File: config.mk
export PLATFORM = sky130hd
export DESIGN_NAME = pc_sequencer
export DESIGN_NICKNAME = d
export VERILOG_FILES = /design/src/rtl/pc_sequencer.sv
export SDC_FILE = /design/constraint.sdc
export NUM_CORES = 1
export LEC_CHECK = 0
export CORE_UTILIZATION = 40
export CTS_CLUSTER_DIAMETER = 60
export CTS_CLUSTER_SIZE = 28
export DETAILED_ROUTE_END_ITERATION = 12
export GPL_ROUTABILITY_DRIVEN = 1
export PLACE_DENSITY = 0.79
export SLEW_MARGIN = 20
export SYNTH_ARGS = -nofsm -noshare
export SYNTH_HDL_FRONTEND = slang
export SYNTH_SLANG_ARGS = --single-unit
File: constraint.sdc
create_clock -name CLK -period 2.32 [get_ports CLK]
set_input_delay 0.348 -clock CLK [delete_from_list [all_inputs] [get_ports CLK]]
set_output_delay 0.348 -clock CLK [all_outputs]
set_load 0.01 [all_outputs]
File: src/rtl/pc_sequencer.sv
// pc_sequencer: instruction fetch/issue controller between program ROM and execute unit.
// Owns the PC, latches ROM words into IR, resolves JMP/JOV internally, issues all other
// opcodes over IR_VALID/EXEC_READY, and treats a jump to its own address as HALT.
// Optional breakpoint support is compiled in when the macro PCSEQ_BREAK_EN is defined.
module pc_sequencer #(
    parameter int unsigned ROM_WIDTH = 21,
    parameter logic [15:0] RESET_PC  = 16'h0000,
    parameter logic [4:0]  OP_JMP    = 5'b01001,
    parameter logic [4:0]  OP_JOV    = 5'b01011
) (
    input  logic                 CLK,
    input  logic                 RST,
    input  logic                 RUN,
    output logic [15:0]          ROM_ADDR,
    input  logic [ROM_WIDTH-1:0] ROM_DATA,
    output logic [ROM_WIDTH-1:0] IR,
    output logic                 IR_VALID,
    input  logic                 EXEC_READY,
    input  logic                 EXEC_BUSY,
    input  logic                 OV,
    output logic [15:0]          PC,
    output logic                 HALTED,
    output logic [15:0]          RETIRED
`ifdef PCSEQ_BREAK_EN
    ,
    input  logic [15:0]          BP_ADDR,
    input  logic                 BP_ENA,
    output logic                 BP_HIT,
    input  logic                 RESUME
`endif
);

    typedef enum logic [2:0] {
        ST_IDLE     = 3'd0,
        ST_FETCH    = 3'd1,
        ST_DECODE   = 3'd2,
        ST_ISSUE    = 3'd3,
        ST_WAITFLAG = 3'd4,
        ST_HALT     = 3'd5
`ifdef PCSEQ_BREAK_EN
        ,
        ST_BREAK    = 3'd6
`endif
    } state_t;

    state_t                 state_q, state_d;
    logic [15:0]            pc_q, pc_d;
    logic [ROM_WIDTH-1:0]   ir_q, ir_d;
    logic                   ir_valid_q, ir_valid_d;
    logic                   halted_q, halted_d;
    logic [15:0]            retired_q, retired_d;

    logic [4:0]             opcode;
    logic [15:0]            operand;
    logic [15:0]            pc_inc;
    logic [15:0]            retired_inc;
    state_t                 after_state;

`ifdef PCSEQ_BREAK_EN
    logic                   bp_hit_q, bp_hit_d;
    logic                   bp_skip_q, bp_skip_d;
`endif

    assign opcode      = ir_q[ROM_WIDTH-1 -: 5];
    assign operand     = ir_q[15:0];
    assign pc_inc      = pc_q + 16'd1;
    assign retired_inc = (retired_q == 16'hFFFF) ? retired_q : retired_q + 16'd1;
    // Where to go once the current instruction has completed.
    assign after_state = RUN ? ST_FETCH : ST_IDLE;

    assign ROM_ADDR = pc_q;
    assign PC       = pc_q;
    assign IR       = ir_q;
    assign IR_VALID = ir_valid_q;
    assign HALTED   = halted_q;
    assign RETIRED  = retired_q;
`ifdef PCSEQ_BREAK_EN
    assign BP_HIT   = bp_hit_q;
`endif

    // Next-state and datapath updates for the fetch/decode/issue sequence.
    always_comb begin
        state_d    = state_q;
        pc_d       = pc_q;
        ir_d       = ir_q;
        ir_valid_d = ir_valid_q;
        halted_d   = halted_q;
        retired_d  = retired_q;
`ifdef PCSEQ_BREAK_EN
        bp_hit_d   = bp_hit_q;
        bp_skip_d  = bp_skip_q;
`endif
        case (state_q)
            ST_IDLE: begin
                if (RUN) begin
                    state_d = ST_FETCH;
                end
            end
            ST_FETCH: begin
`ifdef PCSEQ_BREAK_EN
                // A breakpoint suppresses the fetch unless we are resuming from it.
                if (BP_ENA && (pc_q == BP_ADDR) && !bp_skip_q) begin
                    bp_hit_d = 1'b1;
                    state_d  = ST_BREAK;
                end else begin
                    bp_skip_d = 1'b0;
                    ir_d      = ROM_DATA;
                    state_d   = ST_DECODE;
                end
`else
                ir_d    = ROM_DATA;
                state_d = ST_DECODE;
`endif
            end
            ST_DECODE: begin
                if (opcode == OP_JMP) begin
                    retired_d = retired_inc;
                    if (operand == pc_q) begin
                        halted_d = 1'b1;
                        state_d  = ST_HALT;
                    end else begin
                        pc_d    = operand;
                        state_d = after_state;
                    end
                end else if (opcode == OP_JOV) begin
                    state_d = ST_WAITFLAG;
                end else begin
                    ir_valid_d = 1'b1;
                    state_d    = ST_ISSUE;
                end
            end
            ST_WAITFLAG: begin
                // OV is only meaningful once the execute unit has drained.
                if (!EXEC_BUSY) begin
                    retired_d = retired_inc;
                    if (OV && (operand == pc_q)) begin
                        halted_d = 1'b1;
                        state_d  = ST_HALT;
                    end else if (OV) begin
                        pc_d    = operand;
                        state_d = after_state;
                    end else begin
                        pc_d    = pc_inc;
                        state_d = after_state;
                    end
                end
            end
            ST_ISSUE: begin
                if (EXEC_READY) begin
                    ir_valid_d = 1'b0;
                    pc_d       = pc_inc;
                    retired_d  = retired_inc;
                    state_d    = after_state;
                end
            end
            ST_HALT: begin
                state_d = ST_HALT;
            end
`ifdef PCSEQ_BREAK_EN
            ST_BREAK: begin
                if (RESUME) begin
                    bp_hit_d  = 1'b0;
                    bp_skip_d = 1'b1;
                    state_d   = ST_FETCH;
                end
            end
`endif
            default: begin
                state_d = ST_IDLE;
            end
        endcase
    end

    // State register; reset discards any in-flight instruction immediately.
    always_ff @(posedge CLK or posedge RST) begin
        if (RST) begin
            state_q    <= ST_IDLE;
            pc_q       <= RESET_PC;
            ir_q       <= '0;
            ir_valid_q <= 1'b0;
            halted_q   <= 1'b0;
            retired_q  <= 16'd0;
`ifdef PCSEQ_BREAK_EN
            bp_hit_q   <= 1'b0;
            bp_skip_q  <= 1'b0;
`endif
        end else begin
            state_q    <= state_d;
            pc_q       <= pc_d;
            ir_q       <= ir_d;
            ir_valid_q <= ir_valid_d;
            halted_q   <= halted_d;
            retired_q  <= retired_d;
`ifdef PCSEQ_BREAK_EN
            bp_hit_q   <= bp_hit_d;
            bp_skip_q  <= bp_skip_d;
`endif
        end
    end

endmodule
* Word-level counts from Yosys, hierarchy flattened
Cells that the tools add are included.
** Word-level totals
- Word-level logic and storage cells :: 67
- Register bits after elaboration :: 58
- Output and inout bits :: 71
** Cells by class
- Equal/unequal tests :: 19
- Multiplexer cells :: 30
- Reduce and logical (&&, ||, !) cells :: 10
- $add $sub $neg :: 2
** Operators by type and width (number)
- $mux W16 :: 10
- $pmux W16 S3 :: 2
- $add A16 B1 Y16 const B :: 2
- $mux W3 :: 7
- $ne A2 B2 Y1 const B :: 10
- $pmux W3 S6 :: 1
- $eq A16 B16 Y1 :: 1
- $eq A16 B16 Y1 const B :: 1
- $eq A5 B4 Y1 const B :: 2
- $mux W1 :: 8
- $reduce_and A4 Y1 :: 2
- $eq A3 B2 Y1 const B :: 2
- $eq A3 B3 Y1 const B :: 2
- $reduce_and A6 Y1 :: 1
- $reduce_and A5 Y1 :: 1
- $pmux W1 S2 :: 2
- $reduce_bool A2 Y1 :: 2
- $eq A3 B1 Y1 const B :: 1
- $logic_not A3 Y1 :: 1
- $reduce_and A3 Y1 :: 1
- $reduce_bool A3 Y1 :: 1
- $logic_and A1 B1 Y1 :: 1

* Longest topological paths before layout
- Depth in word-level cells :: 5
- Depth in mapped cells :: 8
- Mapped depth without buffers :: 6

* Worst setup path after synthesis
Ideal clock, no wire load.
- Path kind :: register to register
- Start point :: register pc_q[13], in the netlist PC[13]
- End point :: register pc_q[11], in the netlist PC[11]
- Period minus slack after synthesis :: 2.005 ns
- Buffers on the path :: 1
- Data required time :: 2.194 ns
- Data arrival time :: 1.879 ns
- Stages on the path, launching flop included :: 7
- Slack :: 0.315 ns
- Setup time :: 0.126 ns
- Cells stage by stage :: dfrtp_1 > xor2_1 > nor4_1 > and4_1 > buf_1 > nand2_1 > a221o_1
** Between the ends
- Word-level cells in the longest chain between the ends :: 4
** RTL lines
- start, declared :: line 47 : logic [15:0] pc_q, pc_d;
- start signal, assigned :: line 189 : pc_q <= pc_d;
- $eq A16 B16 Y1 * :: line 118, 136
- $logic_and A1 B1 Y1 :: line 136 : if (OV && (operand == pc_q)) begin
- $ne A2 B2 Y1 (no source line)
- $reduce_and A6 Y1 (no source line) *
Every way passes the cells marked *; elsewhere a longest branch is shown, timed or not.
A chain may end at the register's enable or synchronous reset.

* Worst setup path in the final report
- Start point :: register pc_q[9], in the netlist PC[9]
- End point :: register pc_q[12], in the netlist PC[12]
** Between the ends
- Word-level cells in the longest chain between the ends :: 5
** RTL lines
- $add A16 B1 Y16 :: line 66 : assign pc_inc = pc_q + 16'd1;
- $mux W16 :: line 139 : end else if (OV) begin
- $mux W16 :: line 136
- $mux W16 :: line 134 : if (!EXEC_BUSY) begin
- $pmux W16 S3 :: line 93 : case (state_q)
Several ways; a longest one is shown, not always the timed one. The select of a mux whose other input is x is not followed.

==> results.json <==
{
  "outcome": "complete, no violations",
  "period_share_pct": 92.92,
  "skew_ns": 0.007762,
  "core_um2": 8258,
  "ios": 98,
  "path_buf_inv": 1,
  "fmax_mhz": 463.9,
  "hold_class": "in -> async",
  "slew_headroom_pct": 64.74,
  "r2r_slack_ns": 0.16,
  "areaGrowthSynthToFinish_pct": 38.19,
  "dr.pass1.iters": 4,
  "rsz0062_at_grt": "false",
  "crit_path_max_fanout": 10,
  "register_area_um2": 1451,
  "die_area_um2": 8916,
  "fin_nets": 476,
  "cts_resized": 0,
  "cts_tree": "done",
  "synth.distinct_cells": 52,
  "rows": 33,
  "synth_top_cell_by_area": "dfrtp_1",
  "diodes": 0,
  "cpPeakStageDelay_ns": 0.46,
  "crit_slowest_cell": "nor4_1",
  "start_util_pct": 41.38,
  "ys.flop_type": "dfrtp_1",
  "ctsHoldBuffers": 0,
  "die_w_um": 94.43,
  "synth_seq_cells": 58,
  "via_per_inst": 5.568,
  "drt-met1-wl_um": 4033,
  "period_needed_ns": 2.156,
  "drc": 0,
  "drive_above_1_share_pct": 16.85,
  "cts_buffers": 9,
  "maxCapViolations": 0,
  "detail-route-antenna-nets": 0,
  "dp_hpwl_um": 6468,
  "synth_area_leaders": "dfrtp_1 42%, mux2_2 7.6%, xor2_1 7.4%, buf_4 3.7%, nand2_1 3.4%",
  "end_kind": "register",
  "cp_cell_sequence": "xor2_1, nor4_1, and4_1, a21oi_1, buf_4, o211ai_1",
  "first_global_vias": 2939,
  "syn_area_um2": 3417,
  "power_density_nw_per_um2": 1345,
  "die_h_um": 94.43,
  "required_ns": 2.58,
  "synth_top_area_share_pct": 42.48,
  "hold_viol_final": 0,
  "grt_max_degree": 59,
  "track_usage_pct": 21.27,
  "antenna_found_initial": 0,
  "ir_drop_mv": 0.5563,
  "async_flop_share_pct": 100.0,
  "syn_avg_cell_area_um2": 9.991,
  "multi_input_area_um2": 1712,
  "synth-seq-area-share_pct": 42.48,
  "io_buffers": 97,
  "syn_inst": 342,
  "drv_slew": 0,
  "wl_met3_um": 578,
  "drtIter0Drc": 165,
  "syn-num-nets": 371,
  "nFillCells": 723,
  "leakagePower_nw": 1.909,
  "path_class": "reg -> reg",
  "grt_overflow": 0,
  "htree_levels": 3,
  "cp-start-kind": "register",
  "clk_latency_ns": 0.35,
  "final.setup.tns_ns": 0,
  "worst_pin_slew_ns": 0.5219,
  "crit_family": "simple AND/OR/NAND/NOR gates",
  "grt_pass1_wl_um": 14660,
  "clk_pin_slew_ns": 0.06,
  "worstPathArrival_ns": 2.42,
  "cts_buffer_depth": 2,
  "yosysWarnings": 0,
  "wl_per_cell_um": 16.28,
  "maxUsedRoutingLayer": "met4",
  "setup_violations": 0,
  "gp_congestion": 0.8461,
  "via_count": 3096,
  "numClockSinks": 58,
  "met2_length_um": 4293,
  "clock-root-buffer": "clkbuf_8",
  "stdcell_count": 556,
  "routed_wl_um": 9049,
  "synth_edf_count": 0,
  "cts_setup_buffers": 0,
  "place_inst": 541
}
==> where the power goes <==
part	internal [mW]	switching (mW)	leakage, nW
Clock	0.434	0.396	0.0920
Sequential	1.43	0.559	0.663
Combinational	1.97	1.57	1.15
Total	3.83	2.53	1.91
==> state kept, by name, indices dropped and copies added, names as in the netlist <==
register	cells
RETIRED	16
IR	21
IR_VALID	1
PC	16
HALTED	1
state_q	3
==> worst paths after layout <==
| kind | from | endpoint | cells past startpoint |
|---|---|---|---|
| worst min register to register | HALTED | HALTED | 1 |
| min in group CLK | HALTED | HALTED | 1 |
| max in group asynchronous | RST | IR[11] | 3 |
| worst min-delay path | RST | RETIRED[11] | 3 |
| worst max register to register | PC[9] | PC[12] | 6 |
| worst max-delay path | PC[9] | PC[12] | 6 |
==> logic make-up (layout without fill, tap and decap cells) <==
family	after synthesis	count (layout)	share of synthesized area, %
AND/OR/NAND/NOR	113	113	18.53
adder cells (fa/ha/maj)	2	2	0.7322
buffers and inverters	44	153	7.579
AO/OA/AOI/OAI	71	71	15.16
flip-flops	58	58	42.48
XOR/XNOR	31	31	7.946
multiplexers	23	23	7.580
==> cell type report <==
type / instances / area share, %
Sequential cell: 58 / 30.74
Timing Repair Buffer: 129 / 25.91
Multi-Input combinational cell: 240 / 36.25
Tap cell: 105 / 2.782
Clock inverter: 3 / 0.3180
Inverter: 9 / 0.7154
Clock buffer: 12 / 3.286
==> worst reg2reg max path, delay by kind of cell (launching register included) <==
kind                   cells  cell delay [ns]
AND/OR/NAND/NOR            2             0.89
AO/OA/AOI/OAI              2             0.34
flip-flops                 1             0.44
buffers and inverters      1             0.22
XOR/XNOR                   1             0.19
==> placed cells by master, fill, tap and decap left out, types with 3 or more instances in the layout <==
master           synthesis  routed
a2bb2oi_1                9       9
nor2_1                  17      17
nand4_1                  8       8
a21oi_1                  5       5
clkdlybuf4s50_1          0      97
dfrtp_1                 58      58
nor4b_1                  3       3
o22ai_1                  8       8
xor2_1                  29      29
buf_4                   17      31
nor3_1                   4       4
nand3_1                 12      12
mux2_2                  23      23
clkbuf_8                 0      11
o211ai_1                 9       9
a211oi_1                 6       6
nor2b_1                  5       5
inv_1                    9       8
o21ai_0                  8       8
nor3b_1                  4       3
and3_1                   4       4
a221oi_1                 5       5
clkinv_2                 0       3
nand2_1                 31      31
a31oi_1                  4       4
nor4_1                  11      11
==> routing by layer <==
layer | track usage [%] | vias to the layer above
met5 | 0 | -
met4 | 7.692 | 0
met3 | 3.704 | 13
met2 | 33.70 | 122
met1 | 29.12 | 1501
li1 | - | 1460
==> cells in the mapped netlist, types with 9 or more instances <==
cell type and n:
dfrtp_1 58, nand2_1 31, xor2_1 29, mux2_2 23
buf_4 17, nor2_1 17, nand3_1 12, nor4_1 11
a2bb2oi_1 9, inv_1 9, o211ai_1 9
==> through the flow <==
stage          setup slack [ns]  utilization [%]  total power [mW]  cell area (um2)  hold WS, ns
2_1_floorplan            0.3146                -             3.940             3417       0.4932
3_3_place_gp             0.1315            55.12             5.433             4552       0.4451
3_5_place_dp            0.06571            55.12             5.536             4552       0.4563
4_1_cts                  0.1733            57.18             6.386             4722       0.4147
5_1_grt                 0.05989            57.18             6.793             4722       0.4615
6_report                 0.1642            57.18             6.353             4722       0.3938
No activity file was read; power rests on OpenSTA's default activity.
